### src/rtl/reflet_synth_sequencer_if.sv
// Note-push bus between a host or bus wrapper and the sequencer's note FIFO.
// master drives notes in; slave (the sequencer) reports whether it can take one.
interface reflet_synth_sequencer_if;
  logic       note_valid;
  logic       note_ready;
  logic [5:0] note_tone;
  logic [1:0] note_volume;
  logic [7:0] note_duration;

  modport master (
    output note_valid,
    output note_tone,
    output note_volume,
    output note_duration,
    input  note_ready
  );

  modport slave (
    input  note_valid,
    input  note_tone,
    input  note_volume,
    input  note_duration,
    output note_ready
  );
endinterface

### src/rtl/reflet_synth_sequencer.sv
// Note sequencer feeding reflet_synth_generator: queues notes in a FIFO and plays
// each one for its duration, with an optional silent gap between notes.
module reflet_synth_sequencer #(
  parameter int clock_freq   = 1000000,
  parameter int time_unit_ms = 10,
  parameter int fifo_depth   = 8,
  parameter int gap_units    = 1
) (
  input  logic                         clk,
  input  logic                         reset,
  input  logic                         enable,
  input  logic                         flush,
  reflet_synth_sequencer_if.slave      note,
  output logic [5:0]                   tone,
  output logic [1:0]                   volume,
  output logic                         playing,
  output logic [$clog2(fifo_depth):0]  fifo_count
);

  localparam int UNIT_CYCLES = (clock_freq / 1000) * time_unit_ms;
  localparam int PTR_W       = $clog2(fifo_depth);
  localparam int PRESC_W     = (UNIT_CYCLES > 1) ? $clog2(UNIT_CYCLES) : 1;

  typedef struct packed {
    logic [5:0] tone;
    logic [1:0] volume;
    logic [7:0] duration;
  } note_t;

  typedef enum logic [1:0] {
    S_IDLE,
    S_PLAY,
    S_GAP
  } state_t;

  // ---------------------------------------------------------------------------
  // Note FIFO
  // ---------------------------------------------------------------------------
  note_t            mem [fifo_depth];
  logic [PTR_W-1:0] wr_ptr;
  logic [PTR_W-1:0] rd_ptr;
  logic [PTR_W:0]   count;
  logic             full;
  logic             empty;
  logic             push;
  logic             pop;
  note_t            head;

  assign full            = (count == (PTR_W + 1)'(fifo_depth));
  assign empty           = (count == '0);
  assign note.note_ready = !reset && !full && !flush;
  assign push            = note.note_valid && note.note_ready;
  assign head            = mem[rd_ptr];

  // NOTE: the storage array has no reset; pointers and count alone decide which
  // entries are live, so clearing the array would only cost flops and fan-out.
  always_ff @(posedge clk) begin
    if (push) begin
      mem[wr_ptr] <= note_t'({note.note_tone, note.note_volume, note.note_duration});
    end
  end

  // NOTE: sequential state uses non-blocking assignments only, so every register
  // samples the pre-edge values regardless of statement order.
  always_ff @(posedge clk) begin
    if (reset || flush) begin
      wr_ptr <= '0;
      rd_ptr <= '0;
      count  <= '0;
    end else begin
      if (push) wr_ptr <= wr_ptr + PTR_W'(1);
      if (pop)  rd_ptr <= rd_ptr + PTR_W'(1);
      unique case ({push, pop})
        2'b10:   count <= count + (PTR_W + 1)'(1);
        2'b01:   count <= count - (PTR_W + 1)'(1);
        default: count <= count;
      endcase
    end
  end

  // ---------------------------------------------------------------------------
  // Sequencer: prescaler, unit counter and note/gap FSM
  // ---------------------------------------------------------------------------
  state_t             state_q, state_d;
  logic [5:0]         tone_q, tone_d;
  logic [1:0]         vol_q, vol_d;
  logic [7:0]         rem_q, rem_d;
  logic [PRESC_W-1:0] presc_q, presc_d;
  logic               active;
  logic               tick;
  logic               take_next;

  // Timers only run while a note or gap is being timed and the block is not paused.
  assign active = enable && (state_q != S_IDLE);
  assign tick   = active && (presc_q == PRESC_W'(UNIT_CYCLES - 1));

  // NOTE: every signal written here gets a default first, so no path through the
  // case leaves one unassigned and no latch is inferred.
  always_comb begin
    state_d   = state_q;
    tone_d    = tone_q;
    vol_d     = vol_q;
    rem_d     = rem_q;
    presc_d   = presc_q;
    pop       = 1'b0;
    take_next = 1'b0;

    if (active) begin
      presc_d = tick ? '0 : presc_q + PRESC_W'(1);
    end

    unique case (state_q)
      S_IDLE: begin
        take_next = enable && !empty;
      end
      S_PLAY: begin
        if (tick) begin
          if (rem_q == 8'd1) begin
            if (gap_units > 0) begin
              state_d = S_GAP;
              vol_d   = '0;
              rem_d   = 8'(gap_units);
              presc_d = '0;
            end else begin
              state_d   = S_IDLE;
              take_next = !empty;
            end
          end else begin
            rem_d = rem_q - 8'd1;
          end
        end
      end
      S_GAP: begin
        if (tick) begin
          if (rem_q == 8'd1) begin
            state_d   = S_IDLE;
            take_next = !empty;
          end else begin
            rem_d = rem_q - 8'd1;
          end
        end
      end
      default: begin
        state_d = S_IDLE;
      end
    endcase

    // A zero-duration note is popped and dropped, leaving the FSM in IDLE.
    if (take_next) begin
      pop = 1'b1;
      if (head.duration != 8'd0) begin
        state_d = S_PLAY;
        tone_d  = head.tone;
        vol_d   = head.volume;
        rem_d   = head.duration;
        presc_d = '0;
      end
    end
  end

  always_ff @(posedge clk) begin
    if (reset) begin
      state_q <= S_IDLE;
      tone_q  <= '0;
      vol_q   <= '0;
      rem_q   <= '0;
      presc_q <= '0;
    end else if (flush) begin
      state_q <= S_IDLE;
      vol_q   <= '0;
      rem_q   <= '0;
      presc_q <= '0;
    end else begin
      state_q <= state_d;
      tone_q  <= tone_d;
      vol_q   <= vol_d;
      rem_q   <= rem_d;
      presc_q <= presc_d;
    end
  end

  // Pause silences the output immediately while the held note stays loaded.
  assign tone       = tone_q;
  assign playing    = (state_q == S_PLAY);
  assign volume     = (state_q == S_PLAY && enable) ? vol_q : '0;
  assign fifo_count = count;

endmodule

### src/flat_wrapper.sv
// flat-port wrapper written by rule: the top's interface ports become plain ports
module reflet_synth_sequencer_flat 
#(
  parameter int clock_freq   = 1000000,
  parameter int time_unit_ms = 10,
  parameter int fifo_depth   = 8,
  parameter int gap_units    = 1
)
  (clk, reset, enable, flush, tone, volume, playing, fifo_count, note_note_valid, note_note_tone, note_note_volume, note_note_duration, note_note_ready);
  reflet_synth_sequencer_if note_i ();
  input  logic clk;
  input  logic reset;
  input  logic enable;
  input  logic flush;
  output logic [5:0] tone;
  output logic [1:0] volume;
  output logic playing;
  output logic [$clog2(fifo_depth):0] fifo_count;
  input wire logic [$bits(note_i.note_valid)-1:0] note_note_valid;
  input wire logic [$bits(note_i.note_tone)-1:0] note_note_tone;
  input wire logic [$bits(note_i.note_volume)-1:0] note_note_volume;
  input wire logic [$bits(note_i.note_duration)-1:0] note_note_duration;
  output wire logic [$bits(note_i.note_ready)-1:0] note_note_ready;
  assign note_i.note_valid = note_note_valid;
  assign note_i.note_tone = note_note_tone;
  assign note_i.note_volume = note_note_volume;
  assign note_i.note_duration = note_note_duration;
  assign note_note_ready = note_i.note_ready;
  reflet_synth_sequencer #(.clock_freq(clock_freq), .time_unit_ms(time_unit_ms), .fifo_depth(fifo_depth), .gap_units(gap_units)) u_core (.clk(clk), .reset(reset), .enable(enable), .flush(flush), .note(note_i), .tone(tone), .volume(volume), .playing(playing), .fifo_count(fifo_count));
endmodule
### config.mk
export PLATFORM = sky130hd
export DESIGN_NAME = reflet_synth_sequencer_flat
export DESIGN_NICKNAME = d
export VERILOG_FILES = /design/src/rtl/reflet_synth_sequencer_if.sv /design/src/rtl/reflet_synth_sequencer.sv /design/src/flat_wrapper.sv
export SDC_FILE = /design/constraint.sdc
export NUM_CORES = 1
export LEC_CHECK = 0
export ABC_CLOCK_PERIOD_IN_PS = 4400
export CAP_MARGIN = 40
export CORE_MARGIN = 8
export CORE_UTILIZATION = 50
export DETAILED_ROUTE_END_ITERATION = 6
export PLACE_DENSITY = 0.68
export SETUP_SLACK_MARGIN = 0.2
export SYNTH_ARGS = -nofsm -noshare
export SYNTH_HDL_FRONTEND = slang
export SYNTH_SLANG_ARGS = --single-unit
### constraint.sdc
create_clock -name clk -period 4.4 [get_ports clk]
set_input_delay 0.88 -clock clk [delete_from_list [all_inputs] [get_ports clk]]
set_output_delay 0.88 -clock clk [all_outputs]
set_load 0.01 [all_outputs]
==> flow_metrics.tcl <==
set metrics [dict create \
    status "finished clean" \
    finalNetCount 552 \
    relSlewSlack_pct 60.6 \
    cp_data_arrival_time_ns 3.97 \
    final_common_cell "edfxtp_1" \
    ctsResizeCount 0 \
    start_util_pct 50.5 \
    final_cell_mix "edfxtp_1 (128), nor2_1 (49), dfxtp_1 (44)" \
    p_leak_nw 2.75 \
    worstSetupPathType "in2reg" \
    pwr-share-seq_pct 52.5 \
    cts_tree "done" \
    yosys.area_share.adder_pct 2.25 \
    switchingPower_mw 0.661 \
    ant_nets 0 \
    rows 44 \
    synthFlopType "edfxtp_1" \
    internal_power_mw 2.69 \
    cts_setup_buffers 0 \
    synth-async-reset-ratio_pct 0 \
    slew_violations 0 \
    fin_tns_setup_ns 0 \
    period_minus_slack_ns 3.61 \
    syn_area_um2 7230 \
    clk_path_buf_depth 2 \
    crit_path_max_fanout 6 \
    grt_pass1_vias 4004 \
    placedCellCount 683 \
    grt_pass1_wl_um 21400 \
    startpoint_type "input port" \
    worstPathRequired_ns 4.75 \
    grt_max_degree 20 \
    synth_seq_cells 173 \
    place.gp.congestion 0.860 \
    yosysWarnings 0 \
    num_antenna_cells 0 \
    fin_crit_sh_pct 82.1 \
    synth_top_area_cell "edfxtp_1" \
    clkTransAtPathRegs_ns 0.06 \
    dp_hpwl_um 8360 \
    wl_per_cell_um 18.7 \
    drt-pass1-iter-count 4 \
    rsz0062_at_grt "false" \
    fp.dieW_um 136 \
    synth_top_family_by_area "multiplexers" \
    synthXorXnorAreaFrac_pct 2.91 \
    clk_latency_ns 0.42 \
    ir_drop_v 0.000343 \
    power_density_nw_per_um2 397 \
    synth_top_area_share_pct 53.1 \
    synthSimpleGateAreaFrac_pct 9.84 \
    netlist_instances 469 \
    fmax_ghz 0.277 \
    synthDistinctLibCells 47 \
    syn_avg_cell_area_um2 15.4 \
    antenna_found_initial 0 \
    cts-buffers-inserted 17 \
    die_area_um2 18600 \
    postCtsHoldBufs 0 \
    fillCellCount 1089 \
    worst_pin_slew_ns 0.591 \
    place_area_um2 7840 \
    fin_area_um2 8430 \
    p_sw_share_pct 19.7 \
    skew_ns 0.0109 \
    cts-root-buf "clkbuf_16" \
    hold_class "reg2reg" \
    setup_violations 0 \
    track_usage_pct 15.4 \
    die_h_um 136 \
    gr-total-overflow 0 \
    p_total_mw 3.35 \
    vias 3960 \
    hold_viol_final 0 \
    drive_gt1_share_pct 14.9 \
    syn_to_final_growth_pct 16.6 \
    synth_compound_area_share_pct 3.22 \
    drtIter0Drc 257 \
    routed_wl_um 13400 \
    synth_edf_count 128 \
    cts.sinks 173 \
    finalNonFillerCells 714 \
    synth_fp_nets 503 \
    pin_count 35 \
    endpoint_kind "flip-flop" \
    portBuffers 34 \
    maxCapViolCount 0 \
    synthTopCellsByArea "edfxtp_1 (53%), dfxtp_1 (12%), mux4_2 (5.9%), mux4_1 (4.7%), mux2i_1 (2.6%)" \
    core-area_um2 14300 \
    vias_per_cell 5.55 \
    pwr-share-clk_pct 44.9 \
    ys_seq_area_share_pct 65.6 \
    htreeDepth 4 \
    pwr-share-comb_pct 2.5 \
    synthMuxAreaShare_pct 14.4 \
    drc_errors 0 \
]
==> final timing paths <==
kind | slack (ns) | endpoint | cells past startpoint | startpoint
setup reg to reg | 1.04 | u_core.fifo_count[2]$_SDFFE_PP0P_ | 13 | u_core.state_q[1]$_SDFF_PP0_
setup / recovery | 0.79 | u_core.fifo_count[2]$_SDFFE_PP0P_ | 12 | enable
hold reg to reg | 0.50 | u_core.vol_q[1]$_SDFF_PP0_ | 2 | u_core.vol_q[1]$_SDFF_PP0_
hold / removal | 0.50 | u_core.vol_q[1]$_SDFF_PP0_ | 2 | u_core.vol_q[1]$_SDFF_PP0_
==> area by class of cell <==
cell class / count / area (um2) / area share [%]
repair buffers: 48 / 453 / 5.37
clock buffers: 19 / 433 / 5.13
inverters: 8 / 30.0 / 0.356
flip-flops and latches: 173 / 4750 / 56.3
clock inverters: 12 / 158 / 1.87
well taps: 184 / 230 / 2.73
multi-input cells: 270 / 2380 / 28.3
==> power by group through the flow <==
stage               Clock, mW  Combinational, mW  Sequential (mW)
CTS                      1.53             0.0863             1.76
global placement            0             0.0830             1.79
finish                   1.51             0.0849             1.76
global route             1.60             0.0935             1.76
floorplan                   0             0.0386             1.79
detailed placement          0             0.0859             1.80
==> kinds of logic (layout without fill, tap and decap cells) <==
| kind of cell | Yosys count | count (layout) |
|---|---|---|
| buffers and inverters | 26 | 87 |
| AO/OA/AOI/OAI | 34 | 34 |
| AND/OR/NAND/NOR | 142 | 142 |
| adder cells (fa/ha/maj) | 13 | 13 |
| flip-flops | 173 | 173 |
| XOR/XNOR | 24 | 24 |
| multiplexers | 57 | 57 |
==> critical path, cell delays in order <==
cell	delay [ns]
clkdlybuf4s50_1	0.57
and3b_1	0.25
nand4_1	0.23
o31ai_4	0.40
and2_1	0.32
ha_1	0.30
xor2_1	0.10
ha_1	0.18
a21oi_1	0.16
xor2_1	0.11
or3_1	0.32
a21oi_1	0.14
==> per-layer routing <==
metal  track usage, %  part of all wire [%]
met1             19.2                    45
met2             25.0                    49
met5                0                     0
met3             4.92                   4.9
met4             4.88                   1.2
==> synthesized netlist by cell type (2+ instances only) <==
| master | number |
|---|---|
| dfxtp_1 | 45 |
| xor2_1 | 15 |
| mux4_1 | 13 |
| mux2_4 | 3 |
| nand2b_1 | 5 |
| edfxtp_1 | 128 |
| o21ai_0 | 8 |
| nand3b_1 | 3 |
| buf_2 | 4 |
| mux2i_1 | 19 |
| and2_1 | 3 |
| nor3b_1 | 2 |
| o31ai_1 | 2 |
| a21o_1 | 2 |
| nand2_1 | 20 |
| and3_1 | 4 |
| nor2_1 | 49 |
| inv_1 | 8 |
| clkbuf_1 | 7 |
| nand3_1 | 15 |
| nor3_1 | 10 |
| or3_1 | 3 |
| mux4_2 | 19 |
| nor4_1 | 3 |
| buf_6 | 4 |
| mux2_2 | 3 |
| o22ai_1 | 5 |
| xnor2_1 | 9 |
| nand4_1 | 7 |
| buf_1 | 3 |
| a21oi_1 | 11 |
| nor2b_1 | 10 |
| ha_1 | 13 |
==> metrics by stage <==
step	setup WS (ns)	util [%]	hold slack, ns
after CTS	0.819	58.9	0.500
after global placement	0.497	54.7	0.478
after detailed placement	0.395	54.8	0.492
after floorplan	0.568	-	0.438
final	0.786	58.9	0.503
after global routing	0.584	58.9	0.526
==> sequential cells by signal, indices dropped and copies added, names as in the netlist, named ones only <==
signal,count
u_core.mem,128
u_core.presc_q,14
u_core.rem_q,8
u_core.tone,6
u_core.fifo_count,4
u_core.rd_ptr,3
u_core.wr_ptr,3
u_core.state_q,2
u_core.vol_q,2
(Power assumes the default switching activity.)
